==> config.mk <==
export PLATFORM = sky130hd
export DESIGN_NAME = soc_boot_ctrl
export DESIGN_NICKNAME = d
export VERILOG_FILES = /design/src/rtl/soc_boot_ctrl.sv
export SDC_FILE = /design/constraint.sdc
export NUM_CORES = 1
export LEC_CHECK = 0
export BUFFER_PORTS_ARGS = -buffer_cell sky130_fd_sc_hd__buf_4
export CELL_PAD_IN_SITES_DETAIL_PLACEMENT = 1
export CELL_PAD_IN_SITES_GLOBAL_PLACEMENT = 1
export CORE_MARGIN = 2
export CORE_UTILIZATION = 39
export CTS_CLUSTER_SIZE = 24
export DETAILED_ROUTE_END_ITERATION = 16
export PLACE_DENSITY = 0.9
export SLEW_MARGIN = 15
export SYNTH_ARGS = -nofsm -noshare
export SYNTH_HDL_FRONTEND = slang
export SYNTH_SLANG_ARGS = --single-unit
==> constraint.sdc <==
create_clock -name clk -period 2.8 [get_ports clk]
set_input_delay 0.28 -clock clk [delete_from_list [all_inputs] [get_ports clk]]
set_output_delay 0.28 -clock clk [all_outputs]
set_load 0.1 [all_outputs]
==> src/rtl/soc_boot_ctrl.sv <==
// Boot controller: streams load words into NUM_REGIONS memory regions in order,
// then releases the core from reset and supervises it until halt or timeout.
module soc_boot_ctrl #(
  parameter int NUM_REGIONS = 2,
  parameter int DATA_W      = 32,
  parameter int ADDR_W      = 10,
  parameter int TIMEOUT     = 100,
  parameter int CNT_W       = 16
) (
  input  logic                   clk,
  input  logic                   rst,
  input  logic                   start,
  input  logic                   in_valid,
  output logic                   in_ready,
  input  logic [DATA_W-1:0]      in_data,
  input  logic                   in_last,
  output logic [NUM_REGIONS-1:0] mem_we,
  output logic [ADDR_W-1:0]      mem_addr,
  output logic [DATA_W-1:0]      mem_wdata,
  output logic                   core_rst,
  input  logic                   halt,
  output logic                   busy,
  output logic                   done,
  output logic                   timeout,
  output logic                   overflow,
  output logic [CNT_W-1:0]       cycle_count
);

  localparam logic [1:0] S_IDLE = 2'd0;
  localparam logic [1:0] S_LOAD = 2'd1;
  localparam logic [1:0] S_RUN  = 2'd2;
  localparam logic [1:0] S_DONE = 2'd3;

  localparam logic [1:0]        LAST_REGION = 2'(NUM_REGIONS - 1);
  localparam logic [CNT_W-1:0]  CYC_LAST    = CNT_W'(TIMEOUT - 1);
  localparam logic [CNT_W-1:0]  CYC_ONE     = CNT_W'(1);
  localparam logic [ADDR_W:0]   WCNT_ONE    = (ADDR_W + 1)'(1);

  logic [1:0]             state_q,    state_d;
  logic [1:0]             region_q,   region_d;
  logic [ADDR_W:0]        wcnt_q,     wcnt_d;
  logic [CNT_W-1:0]       cycle_q,    cycle_d;
  logic                   timeout_q,  timeout_d;
  logic                   overflow_q, overflow_d;
  logic [NUM_REGIONS-1:0] we_q,       we_d;
  logic [ADDR_W-1:0]      addr_q,     addr_d;
  logic [DATA_W-1:0]      wdata_q,    wdata_d;
  logic [NUM_REGIONS-1:0] region_oh;

  always_comb begin
    region_oh = '0;
    for (int i = 0; i < NUM_REGIONS; i++) region_oh[i] = (region_q == 2'(i));
  end

  always_comb begin
    // NOTE: every next-state value starts from a default so no path infers a latch.
    state_d    = state_q;
    region_d   = region_q;
    wcnt_d     = wcnt_q;
    cycle_d    = cycle_q;
    timeout_d  = timeout_q;
    overflow_d = overflow_q;
    we_d       = '0;
    addr_d     = addr_q;
    wdata_d    = wdata_q;

    case (state_q)
      S_IDLE, S_DONE: begin
        if (start) begin
          state_d    = S_LOAD;
          region_d   = '0;
          wcnt_d     = '0;
          cycle_d    = '0;
          timeout_d  = 1'b0;
          overflow_d = 1'b0;
        end
      end
      S_LOAD: begin
        if (in_valid) begin
          // The counter's top bit marks a full region: the word is dropped.
          if (wcnt_q[ADDR_W]) begin
            overflow_d = 1'b1;
          end else begin
            we_d    = region_oh;
            addr_d  = wcnt_q[ADDR_W-1:0];
            wdata_d = in_data;
            wcnt_d  = wcnt_q + WCNT_ONE;
          end
          if (in_last) begin
            wcnt_d   = '0;
            region_d = region_q + 2'd1;
            if (region_q == LAST_REGION) begin
              state_d = S_RUN;
              cycle_d = '0;
            end
          end
        end
      end
      S_RUN: begin
        if (halt) begin
          state_d = S_DONE;
        end else if (cycle_q == CYC_LAST) begin
          state_d   = S_DONE;
          timeout_d = 1'b1;
        end else begin
          cycle_d = cycle_q + CYC_ONE;
        end
      end
    endcase
  end

  always_ff @(posedge clk) begin
    // NOTE: registers use non-blocking assignments so every flop samples pre-edge values.
    if (rst) begin
      state_q    <= S_IDLE;
      region_q   <= '0;
      wcnt_q     <= '0;
      cycle_q    <= '0;
      timeout_q  <= 1'b0;
      overflow_q <= 1'b0;
      we_q       <= '0;
      addr_q     <= '0;
      wdata_q    <= '0;
    end else begin
      state_q    <= state_d;
      region_q   <= region_d;
      wcnt_q     <= wcnt_d;
      cycle_q    <= cycle_d;
      timeout_q  <= timeout_d;
      overflow_q <= overflow_d;
      we_q       <= we_d;
      addr_q     <= addr_d;
      wdata_q    <= wdata_d;
    end
  end

  assign in_ready    = (state_q == S_LOAD);
  assign busy        = (state_q == S_LOAD) || (state_q == S_RUN);
  assign done        = (state_q == S_DONE);
  assign core_rst    = (state_q != S_RUN);
  assign mem_we      = we_q;
  assign mem_addr    = addr_q;
  assign mem_wdata   = wdata_q;
  assign timeout     = timeout_q;
  assign overflow    = overflow_q;
  assign cycle_count = cycle_q;

endmodule

# Yosys cells after proc, flatten, opt, wreduce, memory -nomap -nowiden
# Index checks and enable logic that the tools add are counted.
# classes
div_mod_pow	0
n_eq_ne	16
n_mul	0
shift	0
addsub	3
n_bitwise	3
n_reduce_logical	15
n_lt_le_gt_ge	0
n_mux	30
# ops
op	n
16-bit two-way mux	6
16-bit one-hot mux with 3 select lines	1
11-bit two-way mux	4
11-bit one-hot mux with 2 select lines	1
2-bit two-way mux	9
16-bit by 1-bit adder with 16-bit output, second input constant	1
16-bit by 7-bit == test with 1-bit output, second input constant	1
4-bit AND reduction	4
2-bit != test, second input constant	6
11-bit by 1-bit adder with 11-bit output, second input constant	1
2-bit by 1-bit != test with 1-bit output, second input constant	3
3-bit != test, second input constant	2
2-bit one-hot mux with 3 select lines	1
3-bit AND reduction	2
6-bit AND reduction	1
1-bit two-way mux	5
5-bit AND reduction	1
2-bit by 1-bit == test with 1-bit output, second input constant	2
2-bit == test, second input constant	2
2-bit logical NOT	2
1-bit one-hot mux with 2 select lines	2
2-bit one-hot mux with 2 select lines	1
2-bit nonzero test	2
4-bit OR reduction	1
other kinds (4)	6
# word_totals
ram_bits	0
word_cells	77
rom_bits	0
latch_bits	0
n_memories	0
input_bits	38
reg_bits	77
out_inout_bits	66

# Depth between registers and ports, before layout
# depth
ltp_word	5
depth_mapped	9
mapped_depth_nobuf	6

# Worst setup path after synthesis
# Ideal clock, no wire load.
# synth_timing
path_kind	reg-to-reg
from	register state_q[1]
to	register wcnt_q[1]
t_required_ns	2.730
stages_incl_launch_ff	7
path_buffers	1
path_slack_ns	0.237
setup_time_ns	0.070
t_arrival_ns	2.492
synth_period_minus_slack_ns	2.563
cell_sequence	dfxtp_1 inv_1 ha_1 buf_2 or3b_2 or4_1 a21oi_1
# synth_between
elab_cells_between_ends	10
classes_between	eq/ne (5); mux (1); reduce/logical (4)
# synth_rtl
item	line	source
start: declaration	39	logic [1:0] state_q, state_d;
start signal: assignment	125	state_q <= state_d;
2-bit by 1-bit == test with 1-bit output *	-	
net in_ready	14	output logic in_ready,
3-bit != test (no source line) (tied with other cells)	-	
4-bit AND reduction (no source line)	-	
end signal: assignment	127	wcnt_q <= wcnt_d;
end: declaration	41	logic [ADDR_W:0] wcnt_q, wcnt_d;
# Mark *: on every way through the listed nets, which the timed path passes. The rest lies on a longest branch.
# A chain may end at the register's enable or synchronous reset.

# Worst setup path after layout
# layout_timing
from	register state_q[0]
to	register wcnt_q[1]
# layout_between
elab_chain_cells	4
elab_cells_between_ends	10
classes_between	eq/ne (5); mux (1); reduce/logical (4)
# layout_lines
item	line	source
2-bit == test / 2-bit logical NOT (equally long branches)	67	case (state_q)
2-bit OR reduction	67	
2-bit != test (no source line) / 2-bit nonzero test (equally long branches)	-	
4-bit AND reduction (no source line)	-	
# Parallel ways exist; a longest one is shown, timed or not.

==> summary.txt <==
status -> finished, final reports clean
combinational fraction of design power -> 42.7%
vias after detailed routing -> 3,317
Critical Path AT -> 2.56 ns
Final Max Tran Viols -> 0
height of the die -> 96.9 um
DR iter-0 viols -> 127
Syn. warnings -> 0
#FFs+latches synth -> 77
Core Region -> 8300 um^2
Root Buffer -> clkbuf_8
register share of total power -> 32.7%
Worst Slack Setup Final -> 0.517 ns
layout cell share with drive strength beyond 1 -> 24.9%
Post-CTS Setup Repair Bufs -> 0
number of synthesized flops with an enable pin -> 0
Initial Utilization -> 40.5%
H-Tree Depth -> 3
sw frac -> 45.5%
die area -> 9380 um^2
average cell area after synthesis -> 8.10 um^2
worst hold path type -> primary input to flop
DRC -> 0
largest net degree at the start of global routing -> 60
ANT cells -> 0
RSZ-0062 raised after global routing -> false
fin crit share -> 81.5%
Final Hold Viols -> 0
row cnt -> 33
# port buffers -> 103
Worst Skew -> 0.00925 ns
Pint -> 2.05 mW
Area growth, synth to finish -> 31.6%
switching pwr -> 1.72 mW
launching element type of the critical path -> flop
pre-CTS WS -> 0.549 ns
io pins -> 104
CTS tree -> built
endpoint class of the critical path -> flop
dominant cell type by area after synthesis -> dfxtp_1
clk sinks -> 77
setup total negative slack -> 0 ns
Synth async-reset ratio -> 0%
DP Wirelength -> 6.61 mm
synth unique cells -> 39
Num CTS Buffers -> 9
Hold-fix buffers, CTS -> 0
total gr overflow -> 0
crit-path max FO -> 19
Synth top area share -> 45.8%
layout net count -> 556
Seq/Total Area, Yosys -> 45.8%
max_cap viols -> 0
Routed Antenna Nets -> 0
vias in the first global route -> 3,239
Cell Pwr Density -> 851 nW/um^2
Fmax -> 438 MHz
Synth Instances -> 415
Synthesized Nets -> 461
main flop type after synthesis -> dfxtp_1
Area contributors post-synth -> dfxtp_1 (46%), nand2_1 (11%), a21oi_1 (9.8%)
GRT Total Usage -> 19.8%
WL final -> 9.57 mm
Setup Viol. Count Final -> 0
Bufs on Longest Clock Path -> 2
crit path kind -> flop to flop
Post-synth top cells -> nand2_1 (101), dfxtp_1 (77), a21oi_1 (66)
first-pass GRT wire length -> 15.5 mm
static leakage -> 1.69 nW
gpl congestion -> 0.788
clk_lat worst skew -> 0.35 ns
initial antenna violation count -> 0
clock slew seen by the registers of the worst setup and hold paths -> 0.09 ns
worst-margin pin slew -> 0.633 ns
Slew headroom -> 57.8%
Req. time, crit path -> 3.08 ns
post-DR wirelength/cell -> 15.5 um
die width -> 96.9 um
most common cell in the netlist -> nand2_1
Via density -> 5.36
Clock power frac -> 24.5%
Final min period -> 2.28 ns
post-CTS sizing -> 0
Pre-antenna DRT Iters -> 6
Mapped Area -> 3360 um^2
worst vdd ir -> 0.761 mV
-- registers in the layout (all words and copies together), names as in the netlist --
register	cells
mem_we	2
cycle_count	16
region_q	2
wcnt_q	11
timeout	1
state_q	2
mem_addr	10
mem_wdata	32
overflow	1
-- routing by layer --
layer	part of all wire, %	wire, um	vias up	global-route usage, %
li1	-	-	1646	-
met1	45	4330	1572	25.7
met2	49	4660	88	32.6
met3	4.6	444	11	3.54
met4	1.4	130	0	7.58
met5	0	0	-	0
-- cell usage in the layout, fill, tap and decap left out, types with 3 or more instances in the layout --
cell,count
inv_1,13
nor4_1,7
nor2_1,11
mux2i_1,7
dfxtp_1,77
nand4_1,5
o31ai_1,15
o21ai_0,9
a211oi_1,3
a21oi_1,66
nand2b_1,8
buf_4,108
and3_1,5
and4_1,4
ha_1,8
or4_1,17
clkbuf_8,9
nand3_1,10
nand2_1,101
-- power groups by stage --
stage               sequential (mW)  clock (mW)  combinational, mW
floorplan                      1.71           0              0.799
global placement               1.25           0               1.57
finish                         1.23       0.924               1.61
CTS                            1.23       0.944               1.62
global route                   1.24       0.993               1.72
detailed placement             1.26           0               1.61
-- layout make-up --
| cell class | instances | area, um^2 |
|---|---|---|
| multi-input cells | 300 | 1680 |
| inverters | 14 | 52.6 |
| well taps | 105 | 131 |
| clock buffers | 9 | 124 |
| fillers | 1030 | 3870 |
| repair buffers | 108 | 811 |
| flip-flops and latches | 77 | 1540 |
| clock inverters | 6 | 88.8 |
-- worst max-delay path, cell delays in order (launching register included) --
cell	delay, ns
dfxtp_1	0.40
inv_1	0.08
ha_1	0.37
nand2b_1	0.18
nand2_1	0.38
or4_1	0.63
a21oi_1	0.17
-- cell families after synthesis --
logic type	share of synthesized area, %
simple gates	26.4
compound gates	17.6
flops	45.8
buf+inv	4.50
mux	2.75
fa+ha+maj	2.98
-- per-stage QoR --
| step | cells | hold WS [ns] | utilization (%) | cell area [um^2] | total power, mW |
|---|---|---|---|---|---|
| floorplan | 415 | 0.416 | - | 3360 | 2.51 |
| global placement | 604 | 0.443 | 50.8 | 4210 | 2.82 |
| detailed placement | 604 | 0.450 | 50.8 | 4210 | 2.87 |
| CTS | 619 | 0.162 | 53.3 | 4430 | 3.80 |
| global route | 619 | 0.168 | 53.3 | 4430 | 3.96 |
| finish | 619 | 0.166 | 53.3 | 4430 | 3.77 |
-- final timing paths --
| path | from | endpoint | slack, ns | cells past startpoint |
|---|---|---|---|---|
| setup / recovery | state_q[0] | wcnt_q[1] | 0.52 | 6 |
| setup reg to reg | state_q[0] | wcnt_q[1] | 0.52 | 6 |
| hold reg to reg | mem_wdata[0] | mem_wdata[0] | 0.46 | 2 |
| hold / removal | in_data[1] | mem_wdata[1] | 0.17 | 3 |
No activity file was read; power rests on OpenSTA's default activity.
